==> config.mk <==
export PLATFORM = sky130hd
export DESIGN_NAME = sub_unit
export DESIGN_NICKNAME = d
export VERILOG_FILES = /design/src/rtl/sub_unit.sv
export SDC_FILE = /design/constraint.sdc
export NUM_CORES = 1
export LEC_CHECK = 0
export CORE_MARGIN = 2
export CORE_UTILIZATION = 39
export DETAILED_ROUTE_END_ITERATION = 16
export GPL_ROUTABILITY_DRIVEN = 0
export PLACE_DENSITY = 0.69
export SLEW_MARGIN = 20
export SYNTH_ARGS = -nofsm -noshare
export SYNTH_HDL_FRONTEND = slang
export SYNTH_SLANG_ARGS = --single-unit
==> constraint.sdc <==
create_clock -name clk -period 6.5 [get_ports clk]
set_input_delay 1.625 -clock clk [delete_from_list [all_inputs] [get_ports clk]]
set_output_delay 1.625 -clock clk [all_outputs]
set_load 0.005 [all_outputs]
==> src/rtl/sub_unit.sv <==
// ============================================================================
// Module   : sub_unit
// Purpose  : Handshaked inverse adder, B = C - A (mod 2^WIDTH), with a single
//            stage register feeding an output FIFO. Optional SUB_BORROW_EN adds
//            the borrow flag (C < A, unsigned) to every result.
// Revision : 1.0 - initial release
// ============================================================================
`default_nettype none

module sub_unit #(
    parameter int WIDTH = 32,
    parameter int DEPTH = 4
) (
    input  logic             clk,
    input  logic             rst,
    input  logic             in_valid,
    output logic             in_ready,
    input  logic [WIDTH-1:0] C,
    input  logic [WIDTH-1:0] A,
    output logic             out_valid,
    input  logic             out_ready,
    output logic [WIDTH-1:0] B,
`ifdef SUB_BORROW_EN
    output logic             borrow,
`endif
    output logic [31:0]      txn_cnt
);

    localparam int c_AW = $clog2(DEPTH);
`ifdef SUB_BORROW_EN
    localparam int c_EW = WIDTH + 1;
`else
    localparam int c_EW = WIDTH;
`endif
    localparam logic [c_AW+1:0] c_DEPTH   = (c_AW+2)'(DEPTH);
    localparam logic [c_AW:0]   c_PTR_ONE = (c_AW+1)'(1);

    logic [c_EW-1:0] r_mem [DEPTH];
    logic [c_EW-1:0] r_s1;
    logic            r_s1_valid;
    logic [c_AW:0]   r_wr_ptr;
    logic [c_AW:0]   r_rd_ptr;
    logic [31:0]     r_txn_cnt;

    logic [WIDTH-1:0] w_diff;
    logic [c_EW-1:0]  w_entry;
    logic [c_AW:0]    w_count;
    logic [c_AW+1:0]  w_level;
    logic             w_empty;
    logic             w_accept;
    logic             w_pop;
    logic [c_EW-1:0]  w_head;

    assign w_diff = C - A;
`ifdef SUB_BORROW_EN
    assign w_entry = {(C < A), w_diff};
`else
    assign w_entry = w_diff;
`endif

    // Space is reserved for the S1 entry as well, so S1 can always push.
    assign w_count  = r_wr_ptr - r_rd_ptr;
    assign w_level  = {1'b0, w_count} + {{(c_AW+1){1'b0}}, r_s1_valid};
    assign in_ready = (w_level < c_DEPTH);

    assign w_empty   = (r_wr_ptr == r_rd_ptr);
    assign out_valid = ~w_empty;
    assign w_accept  = in_valid & in_ready;
    assign w_pop     = out_valid & out_ready;

    assign w_head  = r_mem[r_rd_ptr[c_AW-1:0]];
    assign B       = w_head[WIDTH-1:0];
`ifdef SUB_BORROW_EN
    assign borrow  = w_head[WIDTH];
`endif
    assign txn_cnt = r_txn_cnt;

    always_ff @(posedge clk or negedge rst) begin
        if (!rst) begin
            r_s1       <= '0;
            r_s1_valid <= 1'b0;
            r_wr_ptr   <= '0;
            r_rd_ptr   <= '0;
            r_txn_cnt  <= '0;
            for (int i = 0; i < DEPTH; i++) begin
                r_mem[i] <= '0;
            end
        end else begin
            r_s1_valid <= w_accept;
            if (w_accept) begin
                r_s1 <= w_entry;
            end
            if (r_s1_valid) begin
                r_mem[r_wr_ptr[c_AW-1:0]] <= r_s1;
                r_wr_ptr                  <= r_wr_ptr + c_PTR_ONE;
            end
            if (w_pop) begin
                r_rd_ptr  <= r_rd_ptr + c_PTR_ONE;
                r_txn_cnt <= r_txn_cnt + 32'd1;
            end
        end
    end

endmodule

`default_nettype wire
# Word-level counts from Yosys, hierarchy flattened
# Index checks and enable logic that the tools add are counted.
[word_totals]
register_bits = 199
input_bits = 68
output_inout_bits = 66
[classes]
n_addsub = 6
order_cmp = 4
n_eq_ne = 1
n_mux = 6
n_bitwise = 5
n_reduce_logical = 1
[ops]
columns = ["operator", "count"]
rows = [
  ["$bwmux W128", 1],
  ["$mux W32", 3],
  ["$bmux W32 S2", 1],
  ["$demux W32 S2", 1],
  ["$add A32 B1 Y32 const B", 1],
  ["$sub A32 B32 Y32", 1],
  ["$add A3 B1 Y3 const B", 2],
  ["$ge A3 B3 Y1 const B", 2],
  ["$not A2 Y3", 2],
  ["$add A3 B1 Y4", 1],
  ["$lt A4 B3 Y1 const B", 1],
  ["$eq A3 B3 Y1", 1],
  ["$lt A3 B1 Y1 const B", 1],
  ["$sub A3 B3 Y3", 1],
  ["$and A1 B1 Y1", 2],
  ["$logic_and A1 B1 Y1", 1],
  ["$not A1 Y1", 1],
]

# Depth between registers and ports, before layout
# Gate-level depths: netlist of the first run.
[logic_depth]
word_depth = 6
mapped_depth = 12
depth_no_buf = 11

# Worst setup path before layout of the first run
# OpenSTA, ideal clock, no wires.
[synth_path]
path_type = "input to register"
from = "in C[0]"
to = "reg r_s1[30]"
setup_ns = 0.132
arrival_time_ns = 3.385
required_ns = 6.368
path_slack_ns = 2.983
path_stages = 10
cell_sequence = "inv_1 > ha_1 > fa_1 > nor2b_1 > o211ai_1 > a22o_1 > o21ai_1 > a41oi_1 > xnor2_1 > o21ai_1"
[synth_between]
elab_chain_cells = 1
[synth_rtl]
columns = ["element", "line_no", "source"]
rows = [
  ["start: declaration", "18", "input logic [WIDTH-1:0] C,"],
  ["$sub A32 B32 Y32", "54", "assign w_diff = C - A;"],
  ["end signal: assignment", "91", "r_s1 <= w_entry;"],
  ["end: declaration", "39", "logic [c_EW-1:0] r_s1;"],
]
# No other way between the ends.
# A chain may end at the register's enable or synchronous reset.

# Final worst setup path of the first run
[layout_path]
from = "reg r_rd_ptr[1]"
to = "out in_ready"
[layout_between]
elab_chain_cells = 3
[layout_rtl]
columns = ["element", "line_no", "source"]
rows = [
  ["start: declaration", "42", "logic [c_AW:0] r_rd_ptr;"],
  ["start signal: assignment", "98", "r_rd_ptr <= r_rd_ptr + c_PTR_ONE;"],
  ["$sub A3 B3 Y3", "62", "assign w_count = r_wr_ptr - r_rd_ptr;"],
  ["$add A3 B1 Y4", "63", "assign w_level = {1'b0, w_count} + {{(c_AW+1){1'b0}}, r_s1_valid};"],
  ["$lt A4 B3 Y1", "64", "assign in_ready = (w_level < c_DEPTH);"],
  ["end: declaration", "17", "output logic in_ready,"],
]
# No other way between the ends.

==> flow_metrics.py, run 1 <==
metrics = {
    "status": {
        "status": "finished clean",
    },
    "die": {
        "die_w_um": 168,
        "die_h_um": 168,
        "io_pins": 134,
        "initial_core_util": 0.394,
        "die_area_um2": 28200,
        "placementRows": 60,
        "core_um2": 26700,
    },
    "clocking": {
        "post_cts_buffers": 0,
        "worstSkewPairLatency_ns": 0.43,
        "h-tree-depth": 4,
        "cts_hold_buffers": 0,
        "cts_sinks": 199,
        "cts-root-buf": "clkbuf_16",
        "clk_pin_slew_ns": 0.07,
        "clockBufferDepth": 2,
        "cts_made_buffers": 17,
        "cts_tree": "built",
        "post_cts_resized": 0,
    },
    "job": {
        "cap_violations": 0,
    },
    "worst_setup_path": {
        "cpPeakStageDelay_ns": 0.59,
        "critical_path_class": "reg -> out",
        "cp_slowest_cell": "clkdlybuf4s50_1",
        "cp_num_buf_inv": 3,
        "cp-start-kind": "flop",
        "cp_cell_sequence": "buf_4, inv_1, fa_1, xor2_1, a31oi_2, clkdlybuf4s50_1",
        "cp-end-kind": "primary output",
        "path_delay_family": "buffers and inverters",
        "required_ns": 4.88,
        "arrival_ns": 2.91,
        "crit_path_max_fanout": 34,
    },
    "placed_design": {
        "pre_cts_ws_ns": 2.15,
        "place_area_um2": 12100,
        "dp_cells": 1325,
        "port_buffers": 133,
        "dp_hpwl_mm": 15.8,
    },
    "synth": {
        "synth_flop_cell": "dfrtp_1",
        "yosysSeqAreaShare": 0.475,
        "synthTopCellsByArea": "dfrtp_1 (47%), mux2_2 (14%), mux4_2 (6.9%)",
        "yosysWarnings": 0,
        "syn_nets": 990,
        "yosysMostFrequentCell": "dfrtp_1",
        "synthArstFlopShare": 1.00,
        "syn_area_per_cell_um2": 11.9,
        "synth.top_cell.area_share": 0.475,
        "netlist_top_cells_count": "dfrtp_1 (199), mux2_2 (128), nand2_1 (90)",
        "synth_cell_types": 74,
        "syn_area_um2": 10500,
        "synth_edf_count": 0,
        "syn_inst": 881,
        "synth_seq_cells": 199,
        "synth_top_area_cell": "dfrtp_1",
    },
    "timing": {
        "finalCritPeriodShare": 0.697,
        "hold_viol": 0,
        "layout_setup_ws_ns": 1.97,
        "fin_skew_ns": 0.00676,
        "setup_violations": 0,
        "grt_setup_unrepaired": "false",
        "finalSetupTns_ns": 0,
        "drv_slew": 0,
        "finalCriticalPeriod_ns": 4.53,
        "worstMarginPinSlew_ns": 0.961,
        "fmaxAchievable_mhz": 221,
        "relSlewSlack": 0.357,
    },
    "finish": {
        "finalNetCount": 1112,
        "n_antenna_cell": 0,
        "stdcell_area_um2": 12700,
        "fillers": 2386,
        "area_delta_synth_final_pct": 21.3,
        "drive_gt1_frac": 0.222,
        "finalNonFillerCells": 1356,
    },
    "power_and_ir_drop": {
        "power_leakage_nw": 5.59,
        "ir_drop_v": 0.000221,
        "finalPower_mw": 5.46,
        "power.density_nw_per_um2": 429,
    },
    "global_route": {
        "antenna_found_initial": 0,
        "gr-usage-all-layers": 0.167,
        "grt_max_degree": 102,
        "grt-ovfl-total": 0,
        "grt_pass1_vias": 7202,
        "grt_pass1_wl_mm": 37.7,
    },
    "drt": {
        "first_pass_iters": 5,
        "drc_errors": 0,
        "drt-total-wl_mm": 22.5,
        "via_count": 7159,
        "first_iter_violations": 387,
        "vias_per_cell": 5.28,
        "routedWlPerCell_um": 16.6,
        "ant_nets": 0,
    },
    "worst_hold_path": {
        "hold_path.class": "reg -> reg",
    },
}
cell usage in the layout (no fill, tap or decap), types with 31 or more instances in the layout:
| master | n |
|---|---|
| dfrtp_1 | 198 |
| clkdlybuf4s50_1 | 132 |
| mux2_2 | 128 |
| nand2_1 | 86 |
| inv_1 | 47 |
| ha_1 | 39 |
| xnor2_1 | 37 |
| mux4_2 | 32 |
| a21oi_1 | 32 |
| o21ai_0 | 31 |
path summary, 6_finish.rpt:
path	start	slack (ns)	cells after the start	end
worst min-delay path	txn_cnt[31]	0.48	1	txn_cnt[31]
worst min register to register	txn_cnt[31]	0.48	1	txn_cnt[31]
max in group asynchronous	rst	4.03	2	txn_cnt[26]
min in group asynchronous	rst	1.26	1	r_mem[100]
worst max-delay path	r_rd_ptr[1]	1.97	6	in_ready
worst max register to register	r_rd_ptr[1]	3.42	9	r_s1[15]
state kept, by name (all words and copies together), names as in the netlist:
name        cells
r_s1_valid      1
txn_cnt        32
r_wr_ptr        3
r_mem         128
r_rd_ptr        3
r_s1           32
final cells by class:
cell class	count	area [um2]	area share
Clock buffer	23	478	0.0376
Inverter	47	176	0.0139
Tap cell	341	427	0.0335
Timing Repair Buffer	138	1370	0.108
Sequential cell	199	4980	0.392
Clock inverter	8	121	0.00954
Multi-Input combinational cell	600	5160	0.406
logic make-up after synthesis:
group                    after synthesis  share of synthesized area
AND/OR/NAND/NOR                      200                     0.0925
flip-flops                           199                      0.475
multiplexers                         163                      0.209
AO/OA/AOI/OAI                        138                     0.0904
buffers and inverters                 82                     0.0338
XOR/XNOR                              58                     0.0492
adder cells (fa/ha/maj)               41                     0.0503
per-layer routing:
layer | global-route usage | share of wire | vias to the layer above
li1 | - | - | 3426
met1 | 0.232 | 0.48 | 3536
met2 | 0.272 | 0.47 | 171
met3 | 0.0237 | 0.039 | 26
met4 | 0.0507 | 0.015 | 0
met5 | 0 | 0 | -
power by group:
part	internal [mW]	switching, mW
sequential	1.75	0.353
clock	0.633	0.438
combinational	1.29	0.994
stage by stage:
step           hold slack [ns]   util
2_1_floorplan            0.468      -
3_3_place_gp             0.461  0.455
3_5_place_dp             0.482  0.455
4_1_cts                  0.492  0.477
5_1_grt                  0.502  0.477
6_report                 0.480  0.477
worst reg2reg max path, delay by kind of cell, from the launching register on:
kind            cells  cell delay [ns]
compound gates      1             0.33
flops               1             0.32
simple gates        3             0.79
buf+inv             3             0.96
fa+ha+maj           1             0.43
xor+xnor            1             0.18
Note: power is estimated with default switching activity, not from simulation.
==> inputs of run 2 (changes only) <==
--- a/config.mk
+++ b/config.mk
@@ -9,7 +9,7 @@
 export CORE_UTILIZATION = 39
 export DETAILED_ROUTE_END_ITERATION = 16
 export GPL_ROUTABILITY_DRIVEN = 0
-export PLACE_DENSITY = 0.69
+export PLACE_DENSITY = 0.71
 export SLEW_MARGIN = 20
 export SYNTH_ARGS = -nofsm -noshare
 export SYNTH_HDL_FRONTEND = slang
==> constraint.sdc (replaced) <==
create_clock -name clk -period 3.68 [get_ports clk]
set_input_delay 0.92 -clock clk [delete_from_list [all_inputs] [get_ports clk]]
set_output_delay 0.92 -clock clk [all_outputs]
set_load 0.005 [all_outputs]
==> flow_metrics.py, run 2 (synthesis results as in run 1) <==
metrics = {
    "power_and_ir_drop": {
        "power_leakage_nw": 5.65,
        "power.density_nw_per_um2": 761,
        "ir_drop_v": 0.000413,
    },
    "timing": {
        "drv_slew": 0,
        "hold-worst-slack_ns": 0.479,
        "grt_setup_unrepaired": "false",
        "finalCriticalPeriod_ns": 3.53,
        "relSlewSlack": 0.347,
        "finalSetupTns_ns": 0,
        "fin_skew_ns": 0.0101,
        "finalCritPeriodShare": 0.960,
        "layout_setup_ws_ns": 0.147,
        "fmaxAchievable_mhz": 283,
        "setup_violations": 0,
        "worstMarginPinSlew_ns": 0.977,
        "hold_viol": 0,
    },
    "global_route": {
        "grt_pass1_vias": 7144,
        "grt_max_degree": 79,
        "grt_pass1_wl_mm": 37.1,
        "gr-usage-all-layers": 0.164,
        "antenna_found_initial": 0,
        "grt-ovfl-total": 0,
    },
    "die": {
        "die_area_um2": 28200,
        "placementRows": 60,
        "die_w_um": 168,
        "initial_core_util": 0.394,
        "die_h_um": 168,
        "core_um2": 26700,
        "io_pins": 134,
    },
    "finish": {
        "final_cell_mix": "dfrtp_1 (198), clkdlybuf4s50_1 (132), mux2_2 (128)",
        "n_antenna_cell": 0,
        "stdcell_area_um2": 12900,
        "final_util": 0.482,
        "largest_reg_flops": 128,
        "drive_gt1_frac": 0.231,
        "layout_commonest_cell": "dfrtp_1",
        "fillers": 2406,
        "area_delta_synth_final_pct": 22.5,
        "largest_register": "r_mem",
        "finalNetCount": 1119,
    },
    "worst_hold_path": {
        "hold_path.class": "reg -> reg",
    },
    "clocking": {
        "cts_tree": "built",
        "post_cts_buffers": 0,
        "cts_made_buffers": 17,
        "clockBufferDepth": 2,
        "clk_pin_slew_ns": 0.07,
        "cts_sinks": 199,
        "h-tree-depth": 4,
        "worstSkewPairLatency_ns": 0.44,
        "cts-root-buf": "clkbuf_16",
    },
    "placed_design": {
        "pre_cts_ws_ns": 0.175,
        "dp_hpwl_mm": 16.0,
        "port_buffers": 133,
        "place_area_um2": 12200,
    },
    "worst_setup_path": {
        "cp-start-kind": "flop",
        "crit_path_max_fanout": 4,
        "critical_path_class": "reg -> out",
        "arrival_ns": 2.61,
        "cp-end-kind": "primary output",
        "required_ns": 2.76,
    },
    "status": {
        "status": "finished clean",
    },
    "drt": {
        "drc_errors": 0,
        "vias_per_cell": 5.26,
        "first_pass_iters": 4,
        "routedWlPerCell_um": 16.6,
        "first_iter_violations": 404,
        "via_count": 7180,
        "ant_nets": 0,
        "drt-total-wl_mm": 22.6,
    },
    "job": {
        "cap_violations": 0,
    },
}
-- run 2: area by class of cell --
type | count | area, um2 | area share
multi-input cells | 600 | 5170 | 0.402
clock buffers | 17 | 425 | 0.0331
inverters | 47 | 176 | 0.0137
repair buffers | 145 | 1450 | 0.113
clock inverters | 15 | 219 | 0.0170
flip-flops and latches | 199 | 4980 | 0.388
well taps | 341 | 427 | 0.0332
-- run 2: timing repair --
item / 4_1_cts / 5_1_grt
gates resized for setup: 0 / 1
hold buffers: 0 / 0
hold endpoints to repair: 0 / 0
setup endpoints to repair: 0 / 1
-- run 2: power by group --
part	switching (mW)	internal, mW
clock network	0.846	1.16
logic	1.73	2.31
registers	0.643	3.09
total	3.22	6.56
-- run 2: worst max-delay path, cell delays in order (launching register included) --
cell and delay, ns:
dfrtp_1 0.43, inv_1 0.13, ha_1 0.15, inv_1 0.05, fa_1 0.38, xor2_1 0.19
a31oi_4 0.27, clkdlybuf4s50_1 0.59
-- run 2: worst paths after layout --
check / to / from / depth (start not counted) / slack [ns]
setup reg to reg: r_s1[31] / r_wr_ptr[0] / 11 / 0.94
min in group asynchronous: r_mem[70] / rst / 1 / 0.50
hold / removal: txn_cnt[31] / txn_cnt[31] / 1 / 0.48
max in group asynchronous: txn_cnt[10] / rst / 2 / 2.45
setup / recovery: in_ready / r_wr_ptr[0] / 7 / 0.15
hold reg to reg: txn_cnt[31] / txn_cnt[31] / 1 / 0.48
-- run 2: per-layer routing --
metal,up-vias,global-route usage,share of wire
li1,3440,-,-
met1,3544,0.224,0.48
met2,174,0.272,0.47
met3,22,0.0259,0.035
met4,0,0.0495,0.014
met5,-,0,0
-- run 2: stage by stage --
stage	power, mW	cells
global route	10.4	1364
finish	9.78	1364
CTS	9.88	1364
detailed placement	7.84	1332
global placement	7.72	1332
floorplan	6.19	881
